--- config.mk ---
export PLATFORM = sky130hd
export DESIGN_NAME = wb_commit_unit
export DESIGN_NICKNAME = d
export VERILOG_FILES = /design/src/rtl/wb_commit_unit.sv
export SDC_FILE = /design/constraint.sdc
export NUM_CORES = 1
export LEC_CHECK = 0
export ABC_AREA = 1
export BUFFER_PORTS_ARGS = -buffer_cell sky130_fd_sc_hd__buf_2
export CORE_AREA = 2 2 235 121
export DETAILED_ROUTE_END_ITERATION = 12
export DIE_AREA = 0 0 237 123
export GPL_TIMING_DRIVEN = 0
export PLACE_DENSITY_LB_ADDON = 0.15
export SLEW_MARGIN = 15
export SYNTH_ARGS = -nofsm -noshare
export SYNTH_HDL_FRONTEND = slang
export SYNTH_SLANG_ARGS = --single-unit
--- constraint.sdc ---
create_clock -name clk -period 2.7 [get_ports clk]
set_input_delay 0.135 -clock clk [delete_from_list [all_inputs] [get_ports clk]]
set_output_delay 0.135 -clock clk [all_outputs]
set_load 0.05 [all_outputs]
--- src/rtl/wb_commit_unit.sv ---
// Writeback/commit stage: MEM/WB register, sub-word load extension, and
// arbitration of the register-file write port between the pipe and a one-entry auxiliary buffer.
module wb_commit_unit #(
   parameter int DATA_W     = 32,
   parameter int REG_W      = 5,
   parameter int LINK_REG   = 31,
   parameter int STARVE_MAX = 4
) (
   input  logic              clk,
   input  logic              reset,
   input  logic              stall,
   input  logic              flush,
   input  logic              in_valid,
   input  logic [31:0]       IR,
   input  logic [DATA_W-1:0] PC_plus_4,
   input  logic [DATA_W-1:0] Memory_Read_Data,
   input  logic [DATA_W-1:0] ALU_out,
   input  logic              RegWrite,
   input  logic [1:0]        RegDst,
   input  logic [1:0]        MemtoReg,
   input  logic [2:0]        LoadType,
   input  logic              aux_valid,
   output logic              aux_ready,
   input  logic [REG_W-1:0]  aux_reg,
   input  logic [DATA_W-1:0] aux_data,
   output logic              hold_req,
   output logic              WriteBackEn,
   output logic [REG_W-1:0]  WriteBackReg,
   output logic [DATA_W-1:0] WriteBackData
);

   localparam logic [REG_W-1:0] LINK_IDX = REG_W'(LINK_REG);
   localparam logic [3:0]       WCNT_MAX = 4'(STARVE_MAX);

   typedef struct packed {
      logic              valid;
      logic [31:0]       ir;
      logic [DATA_W-1:0] pc4;
      logic [DATA_W-1:0] mem;
      logic [DATA_W-1:0] alu;
      logic              reg_write;
      logic [1:0]        reg_dst;
      logic [1:0]        mem_to_reg;
      logic [2:0]        load_type;
   } stage_t;

   stage_t              s_q, s_in;
   logic                full_q;
   logic [REG_W-1:0]    a_reg_q;
   logic [DATA_W-1:0]   a_data_q;
   logic [3:0]          wcnt_q;

   logic [REG_W-1:0]    dest;
   logic [7:0]          ld_byte;
   logic [15:0]         ld_half;
   logic [DATA_W-1:0]   ld_ext;
   logic [DATA_W-1:0]   pipe_data;
   logic                pipe_req;
   logic                force_aux;
   logic                aux_drain;
   logic                aux_accept;

   always_comb begin
      s_in            = '0;
      s_in.valid      = in_valid;
      s_in.ir         = IR;
      s_in.pc4        = PC_plus_4;
      s_in.mem        = Memory_Read_Data;
      s_in.alu        = ALU_out;
      s_in.reg_write  = RegWrite;
      s_in.reg_dst    = RegDst;
      s_in.mem_to_reg = MemtoReg;
      s_in.load_type  = LoadType;
   end

   // NOTE: every combinational output gets a default first so no path can infer a latch.
   always_comb begin
      dest = REG_W'(s_q.ir[20:16]);
      if (s_q.reg_dst[1])      dest = LINK_IDX;
      else if (s_q.reg_dst[0]) dest = REG_W'(s_q.ir[15:11]);
   end

   // Lanes always come from the low word, whatever the datapath width.
   always_comb begin
      ld_byte = s_q.mem[7:0];
      case (s_q.alu[1:0])
         2'd1:    ld_byte = s_q.mem[15:8];
         2'd2:    ld_byte = s_q.mem[23:16];
         2'd3:    ld_byte = s_q.mem[31:24];
         default: ld_byte = s_q.mem[7:0];
      endcase
      ld_half = s_q.alu[1] ? s_q.mem[31:16] : s_q.mem[15:0];
      case (s_q.load_type)
         3'd1:    ld_ext = {{(DATA_W-8){ld_byte[7]}}, ld_byte};
         3'd2:    ld_ext = {{(DATA_W-8){1'b0}}, ld_byte};
         3'd3:    ld_ext = {{(DATA_W-16){ld_half[15]}}, ld_half};
         3'd4:    ld_ext = {{(DATA_W-16){1'b0}}, ld_half};
         default: ld_ext = DATA_W'(s_q.mem[31:0]);
      endcase
   end

   always_comb begin
      pipe_data = s_q.alu;
      if (s_q.mem_to_reg[1])      pipe_data = s_q.pc4;
      else if (s_q.mem_to_reg[0]) pipe_data = ld_ext;
   end

   assign pipe_req  = s_q.valid && s_q.reg_write && (dest != '0);
   assign force_aux = full_q && (wcnt_q == WCNT_MAX);

   always_comb begin
      WriteBackEn   = 1'b0;
      WriteBackReg  = '0;
      WriteBackData = '0;
      hold_req      = 1'b0;
      aux_drain     = 1'b0;
      if (force_aux) begin
         WriteBackEn   = 1'b1;
         WriteBackReg  = a_reg_q;
         WriteBackData = a_data_q;
         hold_req      = 1'b1;
         aux_drain     = 1'b1;
      end else if (pipe_req) begin
         WriteBackEn   = 1'b1;
         WriteBackReg  = dest;
         WriteBackData = pipe_data;
         // The younger pipe write to the same register makes the buffered result dead.
         aux_drain     = full_q && (a_reg_q == dest);
      end else if (full_q) begin
         WriteBackEn   = 1'b1;
         WriteBackReg  = a_reg_q;
         WriteBackData = a_data_q;
         aux_drain     = 1'b1;
      end
   end

   assign aux_ready  = !full_q || aux_drain;
   assign aux_accept = aux_valid && aux_ready;

   // NOTE: sequential state uses non-blocking assignments only, so every register samples pre-edge values.
   always_ff @(posedge clk) begin
      if (!reset) begin
         // NOTE: the buffer payload is reset too; it is a handful of flops, not a RAM, and clearing it keeps outputs deterministic.
         s_q      <= '0;
         full_q   <= 1'b0;
         a_reg_q  <= '0;
         a_data_q <= '0;
         wcnt_q   <= '0;
      end else begin
         if (!hold_req) begin
            if (flush)       s_q.valid <= 1'b0;
            else if (!stall) s_q       <= s_in;
         end
         if (aux_accept) begin
            full_q   <= (aux_reg != '0);
            a_reg_q  <= aux_reg;
            a_data_q <= aux_data;
            wcnt_q   <= '0;
         end else if (aux_drain) begin
            full_q   <= 1'b0;
         end else if (full_q && pipe_req && (wcnt_q != WCNT_MAX)) begin
            wcnt_q   <= wcnt_q + 4'd1;
         end
      end
   end

endmodule

==> results.py <==
metrics = {
    "sta": {
        "report.final.slew_viol_count": 0,
        "worst_slew_pin_slew_ns": 0.9610,
        "relSlewSlack_pct": 35.93,
        "max_freq_mhz": 382.7,
        "setup_viol": 0,
        "rsz0062_at_grt": "yes",
        "period_needed_ns": 2.613,
        "fin_skew_ns": 0.01148,
        "min_period_over_period_pct": 96.77,
        "hold_ws_ns": 0.006184,
        "hold_viol": 0,
    },
    "yosys": {
        "yosysTopAreaCellShare_pct": 38.95,
        "syn-num-nets": 1453,
        "ys_async_sr_fraction_pct": 0,
        "synth_edf_count": 0,
        "syn_area_per_cell_um2": 6.345,
        "ys_ff_latch": 157,
        "ys.flop_type": "dfxtp_1",
        "synth_area_leaders": "dfxtp_1 39%, nor2_1 15%, nand2_1 12%",
        "synthCells": 1272,
        "synth_cell_types": 31,
        "yosysWarnings": 0,
        "syn_area_um2": 8070,
        "ys_seq_area_share_pct": 38.95,
        "yosysTopAreaCell": "dfxtp_1",
    },
    "floorplanning": {
        "core_area_um2": 27170,
        "die_h_um": 123,
        "die_x_um": 237,
        "rows": 43,
        "io_pins": 219,
        "start_util_pct": 29.70,
        "die-area_um2": 29150,
    },
    "pwr": {
        "p_sw_w": 0.001924,
        "leakagePower_nw": 5.501,
        "power_w": 0.006541,
        "power_frac_seq_pct": 39.4,
        "pwr-share-clk_pct": 40.9,
        "switching_share_pct": 29.41,
        "p_int_w": 0.004617,
        "power_density_nw_per_um2": 566.2,
        "peakVddDrop_v": 0.0004943,
        "power_frac_comb_pct": 19.7,
    },
    "global_route": {
        "antenna_found_initial": 0,
        "grt_overflow": 0,
        "met2_usage_pct": 32.67,
        "use_met1_pct": 36.73,
        "grt.busiest_layer": "met1",
        "met3_usage_pct": 5.269,
        "grt_usage_pct": 23.80,
        "grt_max_degree": 17,
        "grt_pass1_wl_mm": 50.83,
        "grt_pass1_vias": 8604,
    },
    "clock_network": {
        "insertion_delay_ns": 0.45,
        "cts_made_buffers": 17,
        "numClockSinks": 157,
        "cts_tree": "yes",
        "clock-root-buffer": "clkbuf_16",
        "path_clk_slew_ns": 0.07,
        "h-tree-depth": 4,
        "clockBufferDepth": 2,
    },
    "place": {
        "place.gp.congestion": 0.9193,
        "hpwl_mm": 27.30,
        "numPortBuffers": 195,
        "placed_cells": 1827,
    },
    "final_layout": {
        "final_util_pct": 42.51,
        "final_cell_mix": "330 x nor2_1, 258 x nand2_1, 179 x buf_2",
        "final_nets": 1788,
        "synthToLayoutAreaGrowth_pct": 43.13,
        "layout_commonest_cell": "nor2_1",
        "diodes": 0,
        "finalNonFillerCells": 1980,
        "fill_cells": 2886,
        "layout-drive-gt1-share_pct": 19.69,
    },
    "critical_path": {
        "start_kind": "register",
        "reg2reg_from": "wcnt_q[0]$_SDFFE_PP0P_",
        "r2r_slack_ns": 0.32,
        "critPathKind": "reg -> out",
        "critPathCaptureType": "primary output",
        "startpoint": "s_q[5]$_SDFFE_PN0P_",
        "crit_arrival_ns": 2.48,
        "critPathMaxFanout": 10,
        "worstPathRequired_ns": 2.57,
    },
    "routing": {
        "drtIter0Drc": 786,
        "vias": 9454,
        "drc": 0,
        "firstDrtPassIters": 5,
        "avgRoutedWirePerCell_um": 17.47,
        "drt-total-wl_mm": 34.59,
        "detail-route-antenna-nets": 0,
        "vias_per_cell": 4.775,
    },
    "min_path": {
        "hp-start": "Memory_Read_Data[24]",
        "hold_class": "in -> reg",
    },
    "outcome": {
        "status": "completed",
    },
    "flow_run": {
        "cap_viol_max_count": 0,
    },
}
==> final cells by class <==
| class | instances | area (µm²) | share of cell area (%) |
|---|---|---|---|
| Buffer | 79 | 440.4 | 3.813 |
| Clock buffer | 22 | 484.2 | 4.192 |
| Clock inverter | 10 | 160.2 | 1.386 |
| Inverter | 94 | 362.8 | 3.141 |
| Multi-Input combinational cell | 941 | 4213 | 36.47 |
| Sequential cell | 157 | 3148 | 27.25 |
| Tap cell | 360 | 450.4 | 3.899 |
| Timing Repair Buffer | 317 | 2292 | 19.84 |
==> metal layers <==
layer / routed length [µm] / share of wire, %
met5: 0 / 0
met4: 341 / 0.99
met3: 2729 / 7.9
met2: 13270 / 38
met1: 18250 / 53
==> kinds of logic after synthesis <==
kind of cell               share of synthesized area, %
buffers and inverters                             9.519
xor gates and xnor gates                         0.2171
and+or+nand+nor                                   35.97
AOI/OAI and AO/OA                                 15.04
adders and majority gates                        0.3100
DFF                                               38.95
==> power groups by stage <==
| stage | Combinational (W) | Sequential [W] | Clock (W) |
|---|---|---|---|
| after floorplan | 0.000697 | 0.00259 | 0 |
| after global placement | 0.00110 | 0.00262 | 0 |
| after detailed placement | 0.00110 | 0.00262 | 0 |
| after CTS | 0.00125 | 0.00257 | 0.00270 |
| after global routing | 0.00142 | 0.00259 | 0.00281 |
| final | 0.00129 | 0.00257 | 0.00268 |
==> through the flow <==
step | area [µm²] | setup TNS [ns] | worst slack, ns
finish | 11550 | 0 | 0.08727
floorplan | 8070 | 0 | 0.3009
global placement | 9497 | 0 | 0.1160
CTS | 11410 | 0 | 0.002782
detailed placement | 9497 | 0 | 0.1250
global route | 11550 | -0.1227 | -0.01442
==> cell usage after synthesis (2+ instances only) <==
| cell | n |
|---|---|
| nand4_1 | 14 |
| buf_1 | 6 |
| nor2_1 | 332 |
| clkbuf_1 | 47 |
| nor2_2 | 2 |
| o211ai_1 | 11 |
| ha_1 | 2 |
| nor2_4 | 5 |
| inv_1 | 86 |
| buf_2 | 14 |
| buf_4 | 3 |
| buf_6 | 7 |
| inv_2 | 7 |
| a21oi_1 | 54 |
| dfxtp_1 | 157 |
| o21ai_0 | 147 |
| nand3_1 | 65 |
| xor2_1 | 2 |
| nand2_2 | 12 |
| o21ai_1 | 19 |
| nand3_2 | 9 |
| buf_8 | 3 |
| nand2_1 | 260 |
==> final timing paths <==
| kind | end | depth (start not counted) |
|---|---|---|
| max | WriteBackData[10] | 13 |
| min | s_q[64]$_SDFFE_PN0P_ | 3 |
| max reg2reg | s_q[20]$_SDFFE_PN0P_ | 11 |
| min reg2reg | s_q[136]$_SDFFE_PN0P_ | 2 |
==> registers in the layout, summed over array words and instances (netlist names) <==
register / count
s_q: 115
a_data_q: 32
a_reg_q: 5
wcnt_q: 4
full_q: 1
==> timing repair <==
item	4_1_cts	5_1_grt
endpoints found under the setup margin	37	37
hold buffers	117	0
cloned	0	1
endpoints found under the hold margin	117	0
pin swaps	2	2
resized for setup	36	55
buffers inserted	2	2
==> critical path: stages, from the launching register on <==
cell and delay (ns):
dfxtp_4 0.40, inv_4 0.07, nand2_2 0.10, nand3_2 0.13, nor2_2 0.12, nand3_2 0.12, nand2_2 0.13, nor2_4 0.08
nor2_4 0.13, buf_4 0.17, buf_8 0.15, nand2_1 0.05, nand2_1 0.09, buf_2 0.27
Note: power is estimated with default switching activity, not from simulation.
